**src/rtl/sc_arb_pkg.sv**
```systemverilog
// Shared types and helpers for the data-memory arbiter between the CPU and one aux master.
package sc_arb_pkg;

    typedef enum logic [1:0] {
        IDLE = 2'd0,
        WAIT = 2'd1,
        ACK  = 2'd2
    } arb_state_t;

    localparam int STAT_W = 16;

    // Width able to hold 0..max_wait inclusive.
    function automatic int wait_w(input int max_wait);
        return (max_wait < 1) ? 1 : $clog2(max_wait + 1);
    endfunction

endpackage

```
**src/rtl/sc_dmem_arbiter_if.sv**
```systemverilog
// Bundle of the CPU, aux and datamem port signals around the arbiter.
interface sc_dmem_arbiter_if #(
    parameter int AW = 32,
    parameter int DW = 32
) ();
    logic          cpu_req;
    logic          cpu_we;
    logic [AW-1:0] cpu_addr;
    logic [DW-1:0] cpu_wdata;
    logic [DW-1:0] cpu_rdata;
    logic          cpu_stall;

    logic          aux_req;
    logic          aux_we;
    logic [AW-1:0] aux_addr;
    logic [DW-1:0] aux_wdata;
    logic          aux_ack;
    logic [DW-1:0] aux_rdata;

    logic [AW-1:0] mem_addr;
    logic [DW-1:0] mem_wdata;
    logic          mem_we;
    logic [DW-1:0] mem_rdata;

    // Arbiter side.
    modport slave (
        input  cpu_req, cpu_we, cpu_addr, cpu_wdata,
        output cpu_rdata, cpu_stall,
        input  aux_req, aux_we, aux_addr, aux_wdata,
        output aux_ack, aux_rdata,
        output mem_addr, mem_wdata, mem_we,
        input  mem_rdata
    );

    // Requesters plus memory side.
    modport master (
        output cpu_req, cpu_we, cpu_addr, cpu_wdata,
        input  cpu_rdata, cpu_stall,
        output aux_req, aux_we, aux_addr, aux_wdata,
        input  aux_ack, aux_rdata,
        input  mem_addr, mem_wdata, mem_we,
        output mem_rdata
    );
endinterface

```
**src/rtl/sc_arb_starve_cnt.sv**
```systemverilog
// Counts cycles the aux master has waited; flags starvation once MAX is reached.
module sc_arb_starve_cnt
    import sc_arb_pkg::*;
#(
    parameter int MAX = 4
) (
    input  logic clock,
    input  logic resetn,
    input  logic inc,
    input  logic clr,
    output logic starve
);
    localparam int W = wait_w(MAX);
    localparam logic [W-1:0] MAX_V = W'(MAX);

    logic [W-1:0] wait_cnt;

    always_ff @(posedge clock or negedge resetn) begin
        if (!resetn) begin
            wait_cnt <= '0;
        end else if (clr) begin
            wait_cnt <= '0;
        end else if (inc && (wait_cnt != MAX_V)) begin
            wait_cnt <= wait_cnt + 1'b1;
        end
    end

    assign starve = (wait_cnt == MAX_V);

endmodule

```
**src/rtl/sc_dmem_arbiter.sv**
```systemverilog
// Arbitrates the single datamem port: CPU by default, aux in idle cycles or when starved.
// Define SC_ARB_STATS_EN to add saturating stall / aux-grant statistic counters.
module sc_dmem_arbiter
    import sc_arb_pkg::*;
#(
    parameter int MAX_WAIT = 4,
    parameter int AW       = 32,
    parameter int DW       = 32
) (
    input  logic                clock,
    input  logic                resetn,
    sc_dmem_arbiter_if.slave    bus
`ifdef SC_ARB_STATS_EN
    ,
    output logic [STAT_W-1:0]   stat_stall_cnt,
    output logic [STAT_W-1:0]   stat_aux_cnt
`endif
);
    arb_state_t    state, state_nxt;
    logic          aux_grant;
    logic          starve;
    logic          cnt_inc;
    logic          cnt_clr;
    logic [AW-1:0] addr_sel;
    logic [DW-1:0] wdata_sel;

    sc_arb_starve_cnt #(.MAX(MAX_WAIT)) u_starve (
        .clock  (clock),
        .resetn (resetn),
        .inc    (cnt_inc),
        .clr    (cnt_clr),
        .starve (starve)
    );

    // ACK blocks aux for a cycle, so the CPU can never stall twice in a row.
    always_comb begin
        aux_grant = (state != ACK) && bus.aux_req && (!bus.cpu_req || starve);
        cnt_inc   = (state != ACK) && bus.aux_req && !aux_grant;
        cnt_clr   = aux_grant || !bus.aux_req;
    end

    always_comb begin
        state_nxt = state;
        case (state)
            IDLE: begin
                if (aux_grant)        state_nxt = ACK;
                else if (bus.aux_req) state_nxt = WAIT;
            end
            WAIT: begin
                if (aux_grant)        state_nxt = ACK;
                else if (!bus.aux_req) state_nxt = IDLE;
            end
            ACK:     state_nxt = IDLE;
            default: state_nxt = IDLE;
        endcase
    end

    always_ff @(posedge clock or negedge resetn) begin
        if (!resetn) begin
            state <= IDLE;
        end else begin
            state <= state_nxt;
        end
    end

    always_comb begin
        addr_sel  = aux_grant ? bus.aux_addr  : bus.cpu_addr;
        wdata_sel = aux_grant ? bus.aux_wdata : bus.cpu_wdata;
    end

    assign bus.mem_addr  = addr_sel;
    assign bus.mem_wdata = wdata_sel;
    assign bus.mem_we    = aux_grant ? bus.aux_we : (bus.cpu_req && bus.cpu_we);
    assign bus.cpu_rdata = bus.mem_rdata;
    assign bus.cpu_stall = bus.cpu_req && aux_grant;

    // Memory is clocked on ~clock, so mem_rdata is already settled at the next posedge.
    always_ff @(posedge clock or negedge resetn) begin
        if (!resetn) begin
            bus.aux_ack   <= 1'b0;
            bus.aux_rdata <= '0;
        end else begin
            bus.aux_ack <= aux_grant;
            if (aux_grant) begin
                bus.aux_rdata <= bus.mem_rdata;
            end
        end
    end

`ifdef SC_ARB_STATS_EN
    always_ff @(posedge clock or negedge resetn) begin
        if (!resetn) begin
            stat_stall_cnt <= '0;
            stat_aux_cnt   <= '0;
        end else begin
            if (bus.cpu_stall && (stat_stall_cnt != {STAT_W{1'b1}})) begin
                stat_stall_cnt <= stat_stall_cnt + 1'b1;
            end
            if (aux_grant && (stat_aux_cnt != {STAT_W{1'b1}})) begin
                stat_aux_cnt <= stat_aux_cnt + 1'b1;
            end
        end
    end
`endif

endmodule

```
**src/flat_wrapper.sv**
```systemverilog
// flat-port wrapper written by rule: the top's interface ports become plain ports
module sc_dmem_arbiter_flat import sc_arb_pkg::*;
#(
    parameter int MAX_WAIT = 4,
    parameter int AW       = 32,
    parameter int DW       = 32
)
  (clock, resetn, bus_cpu_req, bus_cpu_we, bus_cpu_addr, bus_cpu_wdata, bus_cpu_rdata, bus_cpu_stall, bus_aux_req, bus_aux_we, bus_aux_addr, bus_aux_wdata, bus_aux_ack, bus_aux_rdata, bus_mem_addr, bus_mem_wdata, bus_mem_we, bus_mem_rdata);
  sc_dmem_arbiter_if #(.AW(AW), .DW(DW)) bus_i ();
  input  logic clock;
  input  logic resetn;
  input wire logic [$bits(bus_i.cpu_req)-1:0] bus_cpu_req;
  input wire logic [$bits(bus_i.cpu_we)-1:0] bus_cpu_we;
  input wire logic [$bits(bus_i.cpu_addr)-1:0] bus_cpu_addr;
  input wire logic [$bits(bus_i.cpu_wdata)-1:0] bus_cpu_wdata;
  output wire logic [$bits(bus_i.cpu_rdata)-1:0] bus_cpu_rdata;
  output wire logic [$bits(bus_i.cpu_stall)-1:0] bus_cpu_stall;
  input wire logic [$bits(bus_i.aux_req)-1:0] bus_aux_req;
  input wire logic [$bits(bus_i.aux_we)-1:0] bus_aux_we;
  input wire logic [$bits(bus_i.aux_addr)-1:0] bus_aux_addr;
  input wire logic [$bits(bus_i.aux_wdata)-1:0] bus_aux_wdata;
  output wire logic [$bits(bus_i.aux_ack)-1:0] bus_aux_ack;
  output wire logic [$bits(bus_i.aux_rdata)-1:0] bus_aux_rdata;
  output wire logic [$bits(bus_i.mem_addr)-1:0] bus_mem_addr;
  output wire logic [$bits(bus_i.mem_wdata)-1:0] bus_mem_wdata;
  output wire logic [$bits(bus_i.mem_we)-1:0] bus_mem_we;
  input wire logic [$bits(bus_i.mem_rdata)-1:0] bus_mem_rdata;
  assign bus_i.cpu_req = bus_cpu_req;
  assign bus_i.cpu_we = bus_cpu_we;
  assign bus_i.cpu_addr = bus_cpu_addr;
  assign bus_i.cpu_wdata = bus_cpu_wdata;
  assign bus_cpu_rdata = bus_i.cpu_rdata;
  assign bus_cpu_stall = bus_i.cpu_stall;
  assign bus_i.aux_req = bus_aux_req;
  assign bus_i.aux_we = bus_aux_we;
  assign bus_i.aux_addr = bus_aux_addr;
  assign bus_i.aux_wdata = bus_aux_wdata;
  assign bus_aux_ack = bus_i.aux_ack;
  assign bus_aux_rdata = bus_i.aux_rdata;
  assign bus_mem_addr = bus_i.mem_addr;
  assign bus_mem_wdata = bus_i.mem_wdata;
  assign bus_mem_we = bus_i.mem_we;
  assign bus_i.mem_rdata = bus_mem_rdata;
  sc_dmem_arbiter #(.MAX_WAIT(MAX_WAIT), .AW(AW), .DW(DW)) u_core (.clock(clock), .resetn(resetn), .bus(bus_i));
endmodule
```
**config.mk**
```make
export PLATFORM = sky130hd
export DESIGN_NAME = sc_dmem_arbiter_flat
export DESIGN_NICKNAME = d
export VERILOG_FILES = /design/src/rtl/sc_arb_pkg.sv /design/src/rtl/sc_dmem_arbiter_if.sv /design/src/rtl/sc_arb_starve_cnt.sv /design/src/rtl/sc_dmem_arbiter.sv /design/src/flat_wrapper.sv
export SDC_FILE = /design/constraint.sdc
export NUM_CORES = 1
export LEC_CHECK = 0
export CAP_MARGIN = 0
export CELL_PAD_IN_SITES_DETAIL_PLACEMENT = 1
export CELL_PAD_IN_SITES_GLOBAL_PLACEMENT = 2
export CORE_ASPECT_RATIO = 1.5
export CORE_UTILIZATION = 17
export CTS_CLUSTER_SIZE = 28
export DETAILED_ROUTE_END_ITERATION = 8
export GPL_TIMING_DRIVEN = 0
export PLACE_DENSITY = 0.92
export SYNTH_ARGS = -nofsm -noshare
export SYNTH_HDL_FRONTEND = slang
export SYNTH_SLANG_ARGS = --single-unit
```
**constraint.sdc**
```tcl
create_clock -name clock -period 4.9 [get_ports clock]
set_input_delay 0.735 -clock clock [delete_from_list [all_inputs] [get_ports clock]]
set_output_delay 0.735 -clock clock [all_outputs]
set_load 0.02 [all_outputs]
```
==> results by group <==
Synthesis
  • FF+latch count, synth: 38
  • Post-synth net total: 371
  • Area contributors post-synth: mux2_4, dfrtp_1, buf_4, mux2_2, buf_12
  • Avg Inst Size Synth: 14.29 um^2
  • Number of flops mapped to enable cells by yosys: 0
  • Biggest area consumer among synthesized cells: mux2_4
  • Xor/xnor share of the synthesized area: 0%
  • Async set-reset flop share out of synthesis: 100.0%
  • Multiplexer share of the synthesized area: 47.58%
  • Sequential share of the synthesized area: 32.79%
  • Simple-gate share of the synthesized area: 3.322%
  • Yosys cell types: 24
  • Yosys warns: 0
  • Count leader, synth: mux2_4
  • Synthesized area: 2900 um^2
  • Synth Area in Compound Gates: 0.9922%
  • Combinational family with the most area after synthesis: multiplexers
  • Most used DFF post-synth: dfrtp_1
  • Synth Instances: 203
  • Area share of the largest cell type after synthesis: 39.86%
  • Synth Area in Adders: 0.8628%
  • Commonest cells in the netlist: mux2_4, dfrtp_1, buf_4

Pwr
  • Power Total: 1.597 mW
  • Cell leakage power: 2.750 nW
  • Psw: 0.5004 mW
  • Pint: 1.097 mW
  • Comb power frac: 47.8%
  • Maximum vdd drop: 175.6 uV
  • Switching Fraction: 31.34%
  • Power share of the sequential group: 24.8%
  • Clock power frac: 27.4%
  • PD cells: 253.1 nW/um^2

Cells and area
  • Number of nets in the final layout: 673
  • Filler cell count: 1,834
  • Design area: 6310 um^2
  • Area of the multi-input gates: 1530 um^2
  • P&R area growth vs syn: 117.6%
  • Seq. cell area: 950.9 um^2
  • Final cell count without fillers: 718
  • Utilization after layout: 37.64%
  • Layout cells sized above 1: 29.84%

Global routing
  • Total gr overflow: 0
  • Vias in the first global route: 3,380
  • Total global-route track usage: 20.20%
  • Largest net degree at the start of global routing: 39
  • Initial antenna violation count: 5
  • First-pass GRT wire length: 24,220 um

Clocking
  • CTS Hold Bufs: 0
  • H-tree levels: 2
  • Post CTS Setup Buffer Count: 0
  • Clk slew on worst S/H paths: 0.06 ns
  • Post-CTS Resized: 0
  • CTS Buf Count: 5
  • CTS tree: yes
  • CTS max path bufs: 2
  • Clk sinks: 38
  • Root Buffer: clkbuf_16
  • Clk_lat worst skew: 0.29 ns

Place
  • Placed Area: 6111 um^2
  • IO Port Bufs: 295
  • Detailed Place HPWL: 15,460 um
  • Inst Count DP: 708
  • RD Place Congestion: 0.8131
  • Worst slack, placed: 0.8469 ns

Route
  • Final ANT Viol Nets: 0
  • Via count: 2,920
  • DRC Markers: 0
  • DR iter-0 viols: 78
  • Mean routed wirelength per cell: 25.08 um
  • Post-Route WL: 18,010 um
  • DR pass1 iterations: 3
  • Vias per inst: 4.067

Floorplan
  • Starting Density: 17.30%
  • I/O Pins: 297
  • Rows: 58
  • Die Wd: 108.6 um
  • Die ar.: 17,600 um^2
  • Die Span Y: 162.0 um
  • Core ar.: 16,760 um^2

Timing
  • Fin Hold WS: 0.4826 ns
  • Fin Clk Skew: 0.008637 ns
  • Final count of negative-setup-slack endpoints: 0
  • Final-report max-slew violation count: 0
  • Max Fclk: 0.2491 GHz
  • Final min period: 4.014 ns
  • Period utilization: 81.91%
  • Tightest Pin Transition: 0.8753 ns
  • Final hold vios: 0
  • Fin Setup TNS: 0 ns
  • Slew margin rel.: 41.64%
  • RSZ-0062 raised after global routing: false
  • Final worst slack: 0.8863 ns

Critical path
  • Crit path top cell by count: clkdlybuf4s50_1
  • WP data arrival: 3.28 ns
  • Critical path, cell by cell: clkdlybuf4s50_1, a21boi_2, nand3b_4, buf_8, buf_12, mux2_4, clkdlybuf4s50_1
  • CP max stage cell: clkdlybuf4s50_1
  • CP Launch Type: input pin
  • Critical Path RT: 4.16 ns
  • Worst Setup End Kind: output pin
  • Crit-path max FO: 10
  • Worst path max stage delay: 0.72 ns
  • Crit path kind: in -> out

Hold path
  • Worst Hold Class: reg -> reg

Flow run
  • Max Cap Viol: 0

Status
  • Outcome: finished clean
-- state kept, by name (all words and copies together), names as in the netlist --
| signal | flops |
|---|---|
| u_core.bus.aux_ack | 1 |
| u_core.bus.aux_rdata | 32 |
| u_core.u_starve.wait_cnt | 3 |
| u_core.state | 2 |
-- layer usage --
metal	share of wire, %	track usage, %	vias up
met5	0.19	0	-
met2	44	33.23	243
met3	14	9.791	27
met4	3.9	9.214	6
li1	-	-	1285
met1	37	21.53	1359
-- logic make-up (layout without fill, tap and decap cells) --
logic type / count (synthesis) / count (layout)
mux: 97 / 97
buf+inv: 47 / 350
flops: 38 / 38
simple gates: 15 / 15
compound gates: 4 / 4
fa+ha+maj: 2 / 2
other cells: 0 / 2
-- critical path: cells and delay by family --
kind | cells | cell delay [ns]
AO/OA/AOI/OAI | 1 | 0.30
buffers and inverters | 4 | 1.67
multiplexers | 1 | 0.31
AND/OR/NAND/NOR | 1 | 0.23
-- final timing paths --
kind / start / end / slack (ns) / depth (start not counted)
setup / recovery: bus_cpu_req / bus_mem_addr[8] / 0.89 / 7
min in group asynchronous: resetn / u_core.bus.aux_rdata[8] / 0.55 / 1
hold reg to reg: u_core.state[1] / u_core.state[0] / 0.48 / 1
hold / removal: u_core.state[1] / u_core.state[0] / 0.48 / 1
setup reg to reg: u_core.u_starve.wait_cnt[0] / u_core.bus.aux_rdata[1] / 3.08 / 7
max in group asynchronous: resetn / u_core.bus.aux_rdata[1] / 3.78 / 1
-- layout by cell type (no fill, tap or decap), drive strengths merged --
master,instances
nand4b,1
ha,2
buf,43
bufinv,2
diode,2
o211ai,1
dfrtp,38
clkinv,1
mux2i,1
nand2b,2
inv,4
o21ai,2
nor3b,1
nor2,1
nand3b,1
a21boi,1
nand2,3
nor2b,1
nand3,4
and2,1
mux2,96
clkbuf,6
clkdlybuf4s50,294
-- final cells by class --
cell class	instances	share of cell area (%)
Antenna cell	2	0.07932
Buffer	43	6.365
Timing Repair Buffer	295	46.72
Clock buffer	5	1.983
Inverter	4	0.2776
Multi-Input combinational cell	118	24.25
Clock inverter	3	1.091
Tap cell	210	4.164
Sequential cell	38	15.07
-- power by group through the flow --
stage	sequential (mW)	clock, mW	combinational (mW)
detailed placement	0.399	0	0.765
CTS	0.396	0.447	0.773
finish	0.396	0.437	0.764
global placement	0.397	0	0.759
global route	0.401	0.455	0.798
floorplan	0.455	0	0.280
Note: power is estimated with default switching activity, not from simulation.
